<file path="src/rtl/debug_tx_serializer_if.sv">
// ---------------------------------------------------------------------------
// debug_tx_serializer_if
//   Word handshake between the debug output buffer (master) and the serial
//   transmitter (slave). The master holds in_data/in_valid until a clock edge
//   at which in_ready is high.
//
//   in_data   master -> slave  WIDTH  word to transmit
//   in_valid  master -> slave  1      in_data is valid
//   in_ready  slave  -> master 1      slave accepts a word on this cycle
// ---------------------------------------------------------------------------
interface debug_tx_serializer_if #(
    parameter int WIDTH = 13
);
    logic [WIDTH-1:0] in_data;
    logic             in_valid;
    logic             in_ready;

    modport master (output in_data, output in_valid, input in_ready);
    modport slave  (input in_data, input in_valid, output in_ready);
endinterface

</file>
<file path="src/rtl/debug_tx_serializer.sv">
// ---------------------------------------------------------------------------
// debug_tx_serializer
//   Takes one parallel debug word per handshake and sends it on txd as an
//   asynchronous frame: start bit (0), WIDTH data bits LSB first, optional
//   even-parity bit, stop bit (1). Every bit lasts div_q+1 clk cycles, where
//   div_q is clkdiv captured when the word is accepted.
//
//   clk         in   1          system clock, rising edge
//   rst_n       in   1          asynchronous active-low reset
//   clkdiv      in   DIV_WIDTH  bit period minus one, sampled at acceptance
//   in_if       slave modport   in_data / in_valid / in_ready handshake
//   txd         out  1          serial line, idles high
//   busy        out  1          a frame is on the line
//   frame_done  out  1          one-cycle pulse after the stop bit completes
// ---------------------------------------------------------------------------
module debug_tx_serializer #(
    parameter int WIDTH     = 13,
    parameter int DIV_WIDTH = 16,
    parameter int PARITY_EN = 0
) (
    input  logic                     clk,
    input  logic                     rst_n,
    input  logic [DIV_WIDTH-1:0]     clkdiv,
    debug_tx_serializer_if.slave     in_if,
    output logic                     txd,
    output logic                     busy,
    output logic                     frame_done
);

    localparam int IDX_W = (WIDTH > 1) ? $clog2(WIDTH) : 1;

    typedef enum logic [2:0] {
        IDLE,
        START,
        DATA,
        PARITY,
        STOP
    } state_t;

    state_t               state_q;
    state_t               state_d;
    logic [DIV_WIDTH-1:0] cnt_q;
    logic [DIV_WIDTH-1:0] div_q;
    logic [WIDTH-1:0]     shift_q;
    logic [IDX_W-1:0]     idx_q;
    logic                 par_q;
    logic                 txd_q;
    logic                 busy_q;
    logic                 done_q;
    logic                 accept;
    logic                 bit_end;
    logic                 last_data;

    // txd is registered from the current state, so the line trails the FSM
    // by one cycle. busy_q carries that same one-cycle lag: the FSM is
    // already IDLE while the final stop cycle is still on the line, and the
    // block only reopens (in_ready, frame_done) once the line has caught up.
    assign in_if.in_ready = (state_q == IDLE) && !busy_q && rst_n;
    assign accept         = in_if.in_valid && in_if.in_ready;
    assign bit_end        = (cnt_q == div_q);
    assign last_data      = (idx_q == IDX_W'(WIDTH - 1));

    assign txd        = txd_q;
    assign busy       = busy_q;
    assign frame_done = done_q;

    function automatic logic even_parity(input logic [WIDTH-1:0] w);
        return ^w;
    endfunction

    always_ff @(posedge clk or negedge rst_n) begin
        if (!rst_n) begin
            state_q <= IDLE;
        end else begin
            state_q <= state_d;
        end
    end

    always_comb begin
        state_d = state_q;
        case (state_q)
            IDLE: begin
                if (accept) begin
                    state_d = START;
                end
            end
            START: begin
                if (bit_end) begin
                    state_d = DATA;
                end
            end
            DATA: begin
                if (bit_end && last_data) begin
                    state_d = (PARITY_EN != 0) ? PARITY : STOP;
                end
            end
            PARITY: begin
                if (bit_end) begin
                    state_d = STOP;
                end
            end
            STOP: begin
                if (bit_end) begin
                    state_d = IDLE;
                end
            end
            default: state_d = IDLE;
        endcase
    end

    // Bit timing and shift register. The counter compares against div_q
    // rather than wrapping, so an all-ones divider gives 2^DIV_WIDTH cycles.
    always_ff @(posedge clk or negedge rst_n) begin
        if (!rst_n) begin
            cnt_q   <= '0;
            div_q   <= '0;
            shift_q <= '0;
            idx_q   <= '0;
            par_q   <= 1'b0;
        end else if (accept) begin
            cnt_q   <= '0;
            div_q   <= clkdiv;
            shift_q <= in_if.in_data;
            idx_q   <= '0;
            par_q   <= even_parity(in_if.in_data);
        end else if (state_q != IDLE) begin
            if (bit_end) begin
                cnt_q <= '0;
                if (state_q == DATA) begin
                    shift_q <= shift_q >> 1;
                    idx_q   <= idx_q + 1'b1;
                end
            end else begin
                cnt_q <= cnt_q + 1'b1;
            end
        end
    end

    // Line driver and status outputs.
    always_ff @(posedge clk or negedge rst_n) begin
        if (!rst_n) begin
            txd_q  <= 1'b1;
            busy_q <= 1'b0;
            done_q <= 1'b0;
        end else begin
            case (state_q)
                START:   txd_q <= 1'b0;
                DATA:    txd_q <= shift_q[0];
                PARITY:  txd_q <= par_q;
                default: txd_q <= 1'b1;
            endcase
            busy_q <= (state_q != IDLE);
            done_q <= (state_q == IDLE) && busy_q;
        end
    end

endmodule

</file>
<file path="src/flat_wrapper.sv">
// flat-port wrapper written by rule: the top's interface ports become plain ports
module debug_tx_serializer_flat 
#(
    parameter int WIDTH     = 13,
    parameter int DIV_WIDTH = 16,
    parameter int PARITY_EN = 0
)
  (clk, rst_n, clkdiv, txd, busy, frame_done, in_if_in_data, in_if_in_valid, in_if_in_ready);
  debug_tx_serializer_if #(.WIDTH(WIDTH)) in_if_i ();
  input  logic clk;
  input  logic rst_n;
  input  logic [DIV_WIDTH-1:0] clkdiv;
  output logic txd;
  output logic busy;
  output logic frame_done;
  input wire logic [$bits(in_if_i.in_data)-1:0] in_if_in_data;
  input wire logic [$bits(in_if_i.in_valid)-1:0] in_if_in_valid;
  output wire logic [$bits(in_if_i.in_ready)-1:0] in_if_in_ready;
  assign in_if_i.in_data = in_if_in_data;
  assign in_if_i.in_valid = in_if_in_valid;
  assign in_if_in_ready = in_if_i.in_ready;
  debug_tx_serializer #(.WIDTH(WIDTH), .DIV_WIDTH(DIV_WIDTH), .PARITY_EN(PARITY_EN)) u_core (.clk(clk), .rst_n(rst_n), .clkdiv(clkdiv), .in_if(in_if_i), .txd(txd), .busy(busy), .frame_done(frame_done));
endmodule
</file>
<file path="config.mk">
export PLATFORM = sky130hd
export DESIGN_NAME = debug_tx_serializer_flat
export DESIGN_NICKNAME = d
export VERILOG_FILES = /design/src/rtl/debug_tx_serializer_if.sv /design/src/rtl/debug_tx_serializer.sv /design/src/flat_wrapper.sv
export SDC_FILE = /design/constraint.sdc
export NUM_CORES = 1
export LEC_CHECK = 0
export CORE_ASPECT_RATIO = 0.6
export CORE_MARGIN = 3
export CORE_UTILIZATION = 40
export DETAILED_ROUTE_END_ITERATION = 16
export PLACE_DENSITY = 0.6
export SYNTH_ARGS = -nofsm -noshare
export SYNTH_HDL_FRONTEND = slang
export SYNTH_SLANG_ARGS = --single-unit
</file>
<file path="constraint.sdc">
create_clock -name clk -period 2.9 [get_ports clk]
set_input_delay 0.725 -clock clk [delete_from_list [all_inputs] [get_ports clk]]
set_output_delay 0.725 -clock clk [all_outputs]
set_load 0.005 [all_outputs]
</file>
==> impl_results.md, run 1 <==
- Synth Area in Compound Gates: 11.9%
- Synth Area in XOR/XNOR: between 10% and 20%
- Die Y: between 70 and 80 um
- Vias in the first global route: 2244
- Slowest library cell on the worst path: clkdlybuf4s50_1
- Sw Share: 26.2%
- Endpoint class of the critical path: output port
- Routed WL: 6980 um
- TritonCTS Buffers: 5
- Final Cell Area: 3480 um2
- P_leak: 1.54 nW
- Delay-heaviest family, CP: buffers and inverters
- Initial antenna violation count: 0
- Gp weighted congestion: approximately 0.84
- Drt wl/cell: 16.1 um
- Placed Cells: 426
- DP HPWL: 5050 um
- Global-route wire length before repair: 11800 um
- Max-Cap Viols: 0
- Setup repair after global routing missed its margin: no
- Hold Buf Count CTS: 0
- First-pass DRT Iterations: 4
- DR iter-0 viols: ~190
- PwrDens: 511 nW/um2
- Register bit count reported by yosys: 56
- Avg Cell Area, Syn: between 9 and 10 um2
- Drt via density: 5.30
- Max-slew violations: 0
- DRC viols: 0
- Warnings from Yosys: 0
- Multiplexer share of the synthesized area: 0.346%
- CTS tree: yes
- Startpoint types: register
- Remaining global-route overflow: 0
- Status: complete, no violations
- Internal: about 1.3 mW
- Synth unique cells: 44
- CTS max path bufs: 2
- Crit path time final: 2.71 ns
- Vias: 2299
- Max incr delay on CP: 0.53 ns
- Data required, critical path: 2.17 ns
- FFs w/ async S/R, synth: 100%
- Synthesized net count: about 340
- Fraction of layout cells with a size suffix above 1: ~8.4%
- HP Class: in -> async
- H-tree levels: 2
- Comb pwr share: 13.2%
- Met3 usage: between 4 and 5%
- Clk slew on worst S/H paths: about 0.070 ns
- Relative max-transition margin: between 40% and 50%
- Resized Gates After CTS: 0
- Met1 Usage GRT: 29.9%
- ANT cells: 0
- Setup_tns: 0 ns
- Finished Layout Cells: 434
- Simple-Gate Fraction of Synth Area: 23.6%
- Synth Area in Adders: under 10%
- Net Switching: 0.467 mW
- Critical path class: reg -> out
- Ports: 36
- Syn Inst Count: 309
- Worst-margin pin slew: roughly 0.75 ns
- DRT antenna net count: 0
- Setup bufs post-CTS: 0
- Core region area: 6850 um2
- Post-synth EDFFs: 0
- Final period utilization: 93.5%
- Seq/Total Area, Yosys: 48.5%
- Met2 Resource Use GR: 24.2%
- GR Util All Layers: a little under a fifth
- Dominant combinational cell family by area after synthesis: simple AND/OR/NAND/NOR gates
- Num Clock Sinks: 56
- FP Rows: 23
- Hold WS: 0.356 ns
- Largest fanout on the critical path: 12
- Buf+Inv Stages, Crit Path: 2
- Final Skew: 0.00424 ns
- Nets: 381
- Port Buf Inserts: 35
- Worst vdd ir: 0.237 mV
- Critical path, cell by cell: nor3_2, inv_1, nor3b_1, clkdlybuf4s50_1
- Clk pwr share: between 30% and 40%
- Die area: roughly 8300 um2
- Fmax achieved: between 300 and 400 MHz
- Final setup fails: 0
- Gr busiest metal: met1
- Post-Syn Area: 2890 um2
- Chip width: around 120 um
- Final worst slack: about 0.19 ns
- Worst path arrival time: 1.99 ns
- Sequential group share of total power: 52.3%
- Initial Util: 42.2%
- Synth Flop Type: dfrtp_1
- P&R area growth vs syn: 20.4%
- Endpoints failing hold: 0
- Worst skew pair latency: 0.29 ns
- Root buffer selected by CTS: clkbuf_16
- Pre-CTS WS: around 0.46 ns
- Placed inst area: approximately 3300 um2
- Largest net degree at the start of global routing: 48
[power groups by stage]
stage	logic, mW	clock network (mW)	registers (mW)
floorplan	0.153	0	0.911
global route	0.264	0.656	0.941
detailed placement	0.239	0	0.942
global placement	0.231	0	0.945
CTS	0.239	0.632	0.929
finish	0.234	0.614	0.930
[stage by stage]
step                      util (%)  power, mW
after global placement        48.7       1.18
after CTS                     50.9       1.80
after detailed placement      48.7       1.18
after floorplan                  -       1.06
final                         50.9       1.78
after global routing          50.9       1.86
[area by class of cell]
type	instances	area, um2
fillers	645	3370
flip-flops and latches	56	1400
multi-input cells	234	1390
repair buffers	45	420
clock buffers	8	146
well taps	87	109
inverters	4	15.0
[cells by family after synthesis]
logic type,Yosys count
buffers and inverters,19
adder cells (fa/ha/maj),3
XOR/XNOR,36
AND/OR/NAND/NOR,144
multiplexers,1
flip-flops,56
AO/OA/AOI/OAI,50
[cell usage in the layout, fill, tap and decap left out, types with 2 or more instances in the layout]
cell / Yosys / final
and3_1: 4 / 4
nor4_1: 3 / 3
inv_1: 4 / 4
o21ai_0: 4 / 4
a21oi_1: 11 / 11
clkbuf_16: 0 / 5
nor3_1: 3 / 3
clkbuf_1: 7 / 2
clkdlybuf4s50_1: 0 / 34
or3_1: 3 / 3
nand3_1: 15 / 15
ha_1: 3 / 3
nor4_2: 2 / 2
xnor2_1: 12 / 12
dfrtp_1: 55 / 55
nand2_1: 74 / 74
nor2_2: 1 / 2
xor2_1: 24 / 24
o21ai_1: 5 / 5
a31oi_1: 12 / 12
nor3_2: 2 / 2
a221o_1: 7 / 7
buf_4: 0 / 10
o211ai_1: 4 / 4
o31ai_1: 2 / 2
and2_1: 2 / 2
nor2_1: 19 / 18
nand4_1: 8 / 8
[cells in the mapped netlist (5+ instances only)]
library cell / count / area share [%]
xor2_1: 24 / 7.3
xnor2_1: 12 / 3.6
o21ai_1: 5 / 0.86
nor2_1: 19 / 2.5
a21oi_1: 11 / 1.9
a31oi_1: 12 / 2.6
dfrtp_1: 55 / 48
nand2_1: 74 / 9.6
a221o_1: 7 / 2.4
nand4_1: 8 / 1.7
nand3_1: 15 / 2.6
clkbuf_1: 7 / 0.91
[final timing paths]
| path | from | to | slack, ns | depth (start not counted) |
|---|---|---|---|---|
| min in group clk | u_core.idx_q[3]$_DFFE_PN0P_ | u_core.idx_q[3]$_DFFE_PN0P_ | 0.48 | 1 |
| worst min-delay path | rst_n | u_core.frame_done$_DFF_PN0_ | 0.36 | 2 |
| worst min register to register | u_core.idx_q[3]$_DFFE_PN0P_ | u_core.idx_q[3]$_DFFE_PN0P_ | 0.48 | 1 |
| worst max register to register | u_core.cnt_q[9]$_DFFE_PN0P_ | u_core.shift_q[8]$_DFFE_PN0P_ | 0.46 | 5 |
| worst max-delay path | u_core.state_q[2]$_DFFE_PN0P_ | in_if_in_ready | 0.19 | 4 |
| max in group asynchronous | rst_n | u_core.idx_q[2]$_DFFE_PN0P_ | 1.72 | 3 |
[registers in the layout (all words and copies together) (netlist names)]
name and cells:
u_core.busy 1, u_core.div_q 16, u_core.idx_q 4, u_core.txd 1, u_core.shift_q 13, u_core.par_q 1, u_core.state_q 3, u_core.frame_done 1
u_core.cnt_q 16
[layer usage]
metal / share of wire [%] / vias to the layer above / wire length [um]
met5: 0 / - / 0
met4: 0.057 / 0 / 4
met3: 7.5 / 2 / 523
met2: 38 / 65 / 2650
met1: 54 / 1085 / 3800
li1: - / 1147 / -
Note: power is estimated with default switching activity, not from simulation.
==> run 2, diff against run 1 <==
Settings changed: ABC_CLOCK_PERIOD_IN_PS from default to 2900, CORE_UTILIZATION 40 to 59, CTS_BUF_LIST from default to sky130_fd_sc_hd__clkbuf_8 sky130_fd_sc_hd__clkbuf_16, PLACE_DENSITY 0.6 to 0.83.
==> impl_results.md, run 2 (synthesis gave the netlist of run 1 again) <==
- DRC viols: 0
- FP Rows: 19
- Worst vdd ir: 0.325 mV
- Setup_tns: 0 ns
- Critical path class: reg -> out
- Hold WS: between 0.3 and 0.4 ns
- Initial antenna violation count: 0
- Util after Layout: roughly 74%
- Global-route wire length before repair: 11200 um
- Ports: 36
- Fraction of layout cells with a size suffix above 1: slightly below 9%
- Initial Util: between 60 and 70%
- Remaining global-route overflow: 0
- Endpoints failing hold: 0
- R2r startpoint: u_core.cnt_q[3]$_DFFE_PN0P_
- Delay-heaviest family, CP: buffers and inverters
- Setup bufs post-CTS: 0
- Reg2reg path depth: 6
- DP HPWL: around 4800 um
- Core region area: 4660 um2
- P&R area growth vs syn: 18.6%
- Layout fillers: 361
- Port Buf Inserts: 35
- First-pass DRT Iterations: 4
- Die Y: ~60 um
- Chip width: 96.4 um
- Routed WL: 6890 um
- Placed inst area: 3320 um2
- Final setup fails: 0
- Max-slew violations: 0
- GR Util All Layers: 26.2%
- Overall Power: 1.68 mW
- Vias in the first global route: 2259
- H-tree levels: 2
- TritonCTS Buffers: 5
- Largest net degree at the start of global routing: 39
- Vias: 2446
- Nets: 381
- ANT cells: 0
- Root buffer selected by CTS: clkbuf_8
- Relative max-transition margin: 59.6%
- Worst-margin pin slew: 0.601 ns
- Final Skew: 0.00804 ns
- CTS tree: yes
- Fmax achieved: 387 MHz
- DRT antenna net count: 0
- Drt wl/cell: 16.8 um
- P_leak: 1.52 nW
- Final Cell Area: 3430 um2
- Startpoint types: register
- Die area: 5810 um2
- Resized Gates After CTS: 0
- Clk slew on worst S/H paths: about 0.1 ns
- Final period utilization: 89.0%
- Buf+Inv Stages, Crit Path: 2
- PwrDens: 490 nW/um2
- Crit path time final: 2.58 ns
- Endpoint class of the critical path: output port
- Setup repair after global routing missed its margin: no
- Top flop regs: u_core.cnt_q x16, u_core.div_q x16, u_core.shift_q x13
- HP Class: in -> async
- R2R Path End: u_core.idx_q[3]$_DFFE_PN0P_
- Hold Buf Count CTS: 0
- Max incr delay on CP: 0.53 ns
- Largest fanout on the critical path: 8
- Drt via density: 5.97
- Most frequent cells in the layout: nand2_1, dfrtp_1, clkdlybuf4s50_1
- DR iter-0 viols: 199
- Status: complete, no violations
- Num Clock Sinks: 56
- Data required, critical path: 2.17 ns
- Reg-to-reg setup timing slack: 0.33 ns
- Commonest non-fill, non-tap cell in the layout: nand2_1
- Critical path, cell by cell: nor3_2, inv_1, nor3b_1, clkdlybuf4s50_1
- Worst skew pair latency: 0.32 ns
- Gp weighted congestion: 0.895
- Worst path arrival time: 1.86 ns
- Max-Cap Viols: 0
- Slowest library cell on the worst path: clkdlybuf4s50_1
- CTS max path bufs: 2
[run 2: worst max-delay path by stage]
stage | cells past startpoint | end | from
2_1_floorplan | 4 | in_if_in_ready | u_core.state_q[2]$_DFFE_PN0P_
5_1_grt | 4 | in_if_in_ready | u_core.state_q[2]$_DFFE_PN0P_
3_3_place_gp | 6 | u_core.cnt_q[7]$_DFFE_PN0P_ | u_core.cnt_q[5]$_DFFE_PN0P_
4_1_cts | 4 | in_if_in_ready | u_core.state_q[2]$_DFFE_PN0P_
3_5_place_dp | 6 | u_core.idx_q[3]$_DFFE_PN0P_ | u_core.cnt_q[5]$_DFFE_PN0P_
6_report | 4 | in_if_in_ready | u_core.state_q[2]$_DFFE_PN0P_
[run 2: stage by stage]
step / setup slack, ns / instances
4_1_cts: 0.290 / 410
3_5_place_dp: 0.453 / 402
6_report: 0.318 / 410
5_1_grt: 0.171 / 410
2_1_floorplan: 0.861 / 309
3_3_place_gp: 0.518 / 402
[run 2: final cells by class]
cell class	count	area, um2	share of cell area, %
well taps	63	78.8	2.30
clock buffers	5	68.8	2.01
inverters	4	15.0	0.438
clock inverters	3	42.5	1.24
repair buffers	45	433	12.6
multi-input cells	234	1390	40.5
flip-flops and latches	56	1400	40.9
[run 2: routing by layer]
metal | vias up | global-route usage, % | share of wire, %
met5 | - | 0 | 0
met4 | 0 | 7.39 | 0.96
met3 | 8 | 5.41 | 8.7
met2 | 112 | 38.0 | 44
met1 | 1184 | 39.7 | 46
li1 | 1142 | - | -
[run 2: power by group]
group	switching, mW	internal (mW)
registers	0.0878	0.839
clock network	0.265	0.256
logic	0.107	0.127
total	0.460	1.22
